## config.mk

```make
export PLATFORM = sky130hd
export DESIGN_NAME = cluster_msip_sched
export DESIGN_NICKNAME = d
export VERILOG_FILES = /design/src/rtl/cluster_msip_sched_pkg.sv /design/src/rtl/cluster_msip_sched_lzc.sv /design/src/rtl/cluster_msip_sched.sv
export SDC_FILE = /design/constraint.sdc
export NUM_CORES = 1
export LEC_CHECK = 0
export ABC_CLOCK_PERIOD_IN_PS = 4280
export CORE_MARGIN = 10
export CORE_UTILIZATION = 51
export DETAILED_ROUTE_END_ITERATION = 10
export PLACE_DENSITY = 0.8
export SLEW_MARGIN = 25
export SYNTH_ARGS = -nofsm -noshare
export SYNTH_HDL_FRONTEND = slang
export SYNTH_SLANG_ARGS = --single-unit
```

## constraint.sdc

```tcl
create_clock -name clk_i -period 4.28 [get_ports clk_i]
set_input_delay 0.856 -clock clk_i [delete_from_list [all_inputs] [get_ports clk_i]]
set_output_delay 0.856 -clock clk_i [all_outputs]
set_load 0.005 [all_outputs]
```

## src/rtl/cluster_msip_sched_pkg.sv

```systemverilog
// Shared constants and FSM encoding for the cluster msip sequencer.
package cluster_msip_sched_pkg;

  localparam int unsigned NumClusters       = 16;
  localparam int unsigned NrCores           = 9;
  localparam int unsigned MsipStaggerCycles = 4;

  typedef enum logic [1:0] {
    IDLE,
    APPLY,
    GAP,
    DONE
  } msip_sched_state_e;

endpackage

```

## src/rtl/cluster_msip_sched_lzc.sv

```systemverilog
// Trailing-zero counter: index of the lowest set bit, single-cycle combinational.
module cluster_msip_sched_lzc #(
  parameter int unsigned Width = 16,
  parameter int unsigned CntW  = (Width > 1) ? $clog2(Width) : 1
) (
  input  logic [Width-1:0] in_i,
  output logic [CntW-1:0]  cnt_o
);

  // Scan from the top down so the lowest set bit wins; all-zero input yields 0.
  always_comb begin
    cnt_o = '0;
    for (int i = int'(Width) - 1; i >= 0; i--) begin
      if (in_i[i]) cnt_o = CntW'(i);
    end
  end

endmodule

```

## src/rtl/cluster_msip_sched.sv

```systemverilog
// Applies msip set/clear commands cluster by cluster in ascending order,
// with a programmable idle gap between clusters to spread core wake-ups.
module cluster_msip_sched #(
  parameter int unsigned NumClusters   = cluster_msip_sched_pkg::NumClusters,
  parameter int unsigned NrCores       = cluster_msip_sched_pkg::NrCores,
  parameter int unsigned StaggerCycles = cluster_msip_sched_pkg::MsipStaggerCycles
) (
  input  logic                                clk_i,
  input  logic                                rst_i,
  input  logic                                cmd_valid_i,
  output logic                                cmd_ready_o,
  input  logic                                cmd_set_i,
  input  logic [NumClusters-1:0]              cmd_cluster_mask_i,
  input  logic [NrCores-1:0]                  cmd_core_mask_i,
  output logic [NumClusters-1:0][NrCores-1:0] msip_o,
  output logic                                busy_o,
  output logic                                done_o
);

  import cluster_msip_sched_pkg::*;

  localparam int unsigned IdxW = (NumClusters > 1) ? $clog2(NumClusters) : 1;
  localparam int unsigned CntW = (StaggerCycles > 0) ? $clog2(StaggerCycles + 1) : 1;
  localparam logic [CntW-1:0] CntLoad = (StaggerCycles > 0) ? CntW'(StaggerCycles - 1) : '0;

  msip_sched_state_e                 state_q, state_d;
  logic [NumClusters-1:0]            pend_q;
  logic [NumClusters-1:0]            pend_rest;
  logic [NrCores-1:0]                core_q;
  logic                              set_q;
  logic [CntW-1:0]                   cnt_q;
  logic                              done_q;
  logic [NumClusters-1:0][NrCores-1:0] msip_q;
  logic [IdxW-1:0]                   idx;
  logic                              cmd_hs;

  cluster_msip_sched_lzc #(
    .Width (NumClusters),
    .CntW  (IdxW)
  ) u_lzc (
    .in_i  (pend_q),
    .cnt_o (idx)
  );

  // done_o is registered, so hold off the next command until it has dropped.
  assign cmd_ready_o = (state_q == IDLE) && !done_q && !rst_i;
  assign cmd_hs      = cmd_valid_i && cmd_ready_o;
  assign pend_rest   = pend_q & (pend_q - NumClusters'(1));
  assign busy_o      = (state_q != IDLE);
  assign done_o      = done_q;
  assign msip_o      = msip_q;

  always_comb begin
    state_d = state_q;
    unique case (state_q)
      IDLE:  if (cmd_hs) state_d = (cmd_cluster_mask_i != '0) ? APPLY : DONE;
      APPLY: begin
        if (pend_rest == '0)        state_d = DONE;
        else if (StaggerCycles > 0) state_d = GAP;
        else                        state_d = APPLY;
      end
      GAP:   if (cnt_q == '0) state_d = APPLY;
      DONE:  state_d = IDLE;
      default: state_d = IDLE;
    endcase
  end

  always_ff @(posedge clk_i) begin
    if (rst_i) begin
      state_q <= IDLE;
      pend_q  <= '0;
      core_q  <= '0;
      set_q   <= 1'b0;
      cnt_q   <= '0;
      done_q  <= 1'b0;
      msip_q  <= '0;
    end else begin
      state_q <= state_d;
      done_q  <= (state_q == DONE);
      if (cmd_hs) begin
        set_q  <= cmd_set_i;
        core_q <= cmd_core_mask_i;
        pend_q <= cmd_cluster_mask_i;
      end
      if (state_q == APPLY) begin
        pend_q[idx] <= 1'b0;
        msip_q[idx] <= set_q ? (msip_q[idx] | core_q) : (msip_q[idx] & ~core_q);
      end
      if (state_d == GAP && state_q != GAP) cnt_q <= CntLoad;
      else if (state_q == GAP && cnt_q != '0) cnt_q <= cnt_q - CntW'(1);
    end
  end

endmodule
```

==> impl_results.md <==
* Syn-to-layout area delta at 31.3%
* # setup viols final at 0
* Maximum clock frequency at about 0.28 GHz
* Final WS setup at approximately 700 ps
* Hold-fix buffers, CTS at 0
* Met2 Use GR at 0.424
* Post-DP HPWL at approximately 22 mm
* Setup CP Type: flop to flop
* Initial antenna violation count at 0
* Starting Density at 0.517
* Area share of the largest cell type after synthesis at 0.431
* FF-to-FF Start: pend_q[14]
* First-pass GRT wire length at around 46 mm
* Synth area leaders: dfxtp_1 43%, nand3b_1 8.9%, o21ai_0 5.6%
* TNS Setup at 0 ps
* CTS resizes at 0
* GR Util All Layers at 0.266
* Site row count at 46
* Routed Antenna Nets at 0
* Syn avg cell area at around 8.9 sq um
* Relative slew slack at 0.308
* CTS sink cnt at approximately 180
* Area leader, netlist: dfxtp_1
* CTS tree: yes
* Fillers at about 1,300
* CP cell instances: nand2b_1, a221o_1, a2111o_1, a21o_1, buf_4, mux2i_1, o22ai_1, or4_1, a31o_2
* Most frequent cells after synthesis: 176 x dfxtp_1, 97 x nand3b_1, 92 x o21ai_0
* Avg Vias per Cell at about 6.2
* WHS at about 460 ps
* Worst Max-Slew Pin Slew at 1030 ps
* Final total power at 4.11 mW
* PortBufs at approximately 180
* Yosys reg bits at between 150 and 200
* Slowest-stage cell, CP: or4_1
* Routed WL at 29.7 mm
* Largest stage delay, worst path at around 870 ps
* Clock skew at approximately 10 ps
* Drt first-iter violations at roughly 1,100
* CP endpoint kind: flop
* Post-route cell area at ~0.011 sq mm
* Pins Over Slew Limit at 0
* Critical Path Start: pend_q[14]
* Worst Hold Launch: set_q
* YS warnings at 0
* Peak supply drop at between 0.2 and 0.3 mV
* Placement Cell Area at between 0.01 and 0.015 sq mm
* Final Hold Fails at 0
* Lkg Pwr at 3.86 nW
* Most common cell in the netlist: dfxtp_1
* Die area at ~0.022 sq mm
* Critical path arrival at between 3000 and 4000 ps
* GR Util met3 at 0.0701
* Chip width at 147 microns
* Setup repair bufs after CTS at 0
* Tcrit/Tclk final at 0.839
* Root Driver: clkbuf_16
* Power Dens Cells at ~380 mW/mm^2
* Vias at roughly 8,100
* # nets final at roughly 1,100
* Diodes inserted at 0
* Post-Syn Area at roughly 0.0082 sq mm
* WP data required at roughly 4600 ps
* Clk buf depth at 2
* Number of max-cap violations at 0
* CTS clk-pin slew, worst paths at around 60 ps
* Core area at around 0.016 sq mm
* CP max FO at 16
* Share of cells above drive strength 1 at 0.0965
* GRT Residual Overflow at 0
* DIE HEIGHT at about 150 microns
* Final min period at 3590 ps
* Post-synthesis sequential area ratio at 0.431
* CP startpoint kind: flop
* Num CTS Buffers at 17
* Pre-Repair DR Iteration Count at 7
* Distinct cells, synth at 64
* CTS H-tree depth at 4
* Pre-CTS setup slack at slightly below 800 ps
* Pin count of the biggest net entering global routing at 77
* Post-Synthesis Cells at approximately 900
* Met1 Resource Use GR at 0.342
* Status: complete, no violations
* Number of flops mapped to enable cells by yosys at 0
* Placer Congestion at roughly 0.99
* Number of global-route vias before repair at 7,699
* Critical path's top delay family: compound AO/OA/AOI/OAI gates
* Routed length per instance at 23.0 microns
* Predominant post-synthesis flop cell: dfxtp_1
* Syn nets at around 950
* Number of remaining DRC errors at 0
* I/O pins at about 180
* Worst min-delay path class: flop to flop
* Post-synth ARST share at 0
* Grt peak-use layer: met2
* Unrepaired setup endpoints after global routing: no
* Count of buffer and inverter cells on the critical path at 1
* Clock latency on the worst-skew pair at 430 ps
registers in the layout, summed over array words and instances (netlist names):
register	count
done_o	1
cnt_q	3
msip_o	144
set_q	1
core_q	9
state_q	2
pend_q	16
layout by cell type (no fill, tap or decap), types with 14 or more instances in the layout:
cell,n
dfxtp_1,176
clkdlybuf4s50_1,174
nand3b_1,97
o21ai_0,92
nand2_1,51
a21oi_1,43
nor2_1,40
nor3b_1,36
nor3_1,34
mux2i_1,31
buf_4,31
a21o_1,22
a22oi_1,17
a31o_2,17
clkbuf_16,17
o21ai_1,16
nor2b_1,15
nand3_1,14
mux2_2,14
cell families after synthesis:
| group | after synthesis | share of synthesized area |
|---|---|---|
| buffers and inverters | 84 | 0.0428 |
| xor gates and xnor gates | 1 | 0.00107 |
| DFF | 176 | 0.431 |
| and+or+nand+nor | 325 | 0.236 |
| AOI/OAI and AO/OA | 274 | 0.217 |
| muxes | 52 | 0.0673 |
| adders and majority gates | 4 | 0.00550 |
worst reg2reg max path, cell delays in order (launching register included):
cell	delay [ps]
dfxtp_1	350
nand2b_1	160
a221o_1	360
a2111o_1	420
a21o_1	420
buf_4	290
mux2i_1	180
o22ai_1	90
or4_1	880
a31o_2	350
per-layer routing:
metal	routed length (microns)	vias up
met2	13800	463
met3	2860	53
li1	-	3709
met1	12300	3857
met4	738	0
met5	0	-
area by class of cell:
| cell class | instances | area, sq um | area share |
|---|---|---|---|
| Inverter | 10 | 37.5 | 0.00349 |
| Tap cell | 216 | 270 | 0.0252 |
| Clock inverter | 12 | 181 | 0.0169 |
| Timing Repair Buffer | 205 | 1970 | 0.184 |
| Clock buffer | 19 | 443 | 0.0412 |
| Sequential cell | 176 | 3520 | 0.328 |
| Multi-Input combinational cell | 656 | 4310 | 0.402 |
where the power goes:
group / switching (mW) / internal [mW] / leakage [nW]
Clock: 0.665 / 0.994 / 0.297
Sequential: 0.0406 / 1.67 / 1.42
Combinational: 0.502 / 0.248 / 2.15
Total: 1.21 / 2.91 / 3.86
metrics by stage:
step           std cells  utilization
6_report            1294        0.679
5_1_grt             1294        0.679
4_1_cts             1294        0.679
3_5_place_dp        1263        0.639
3_3_place_gp        1263        0.639
2_1_floorplan        916            -
final timing paths:
path / to / slack, ps / cells after the start
worst min-delay path: set_q / 460 / 2
worst max register to register: msip_o[60] / 690 / 9
worst max-delay path: msip_o[60] / 690 / 9
worst min register to register: set_q / 460 / 2
Note: power is estimated with default switching activity, not from simulation.
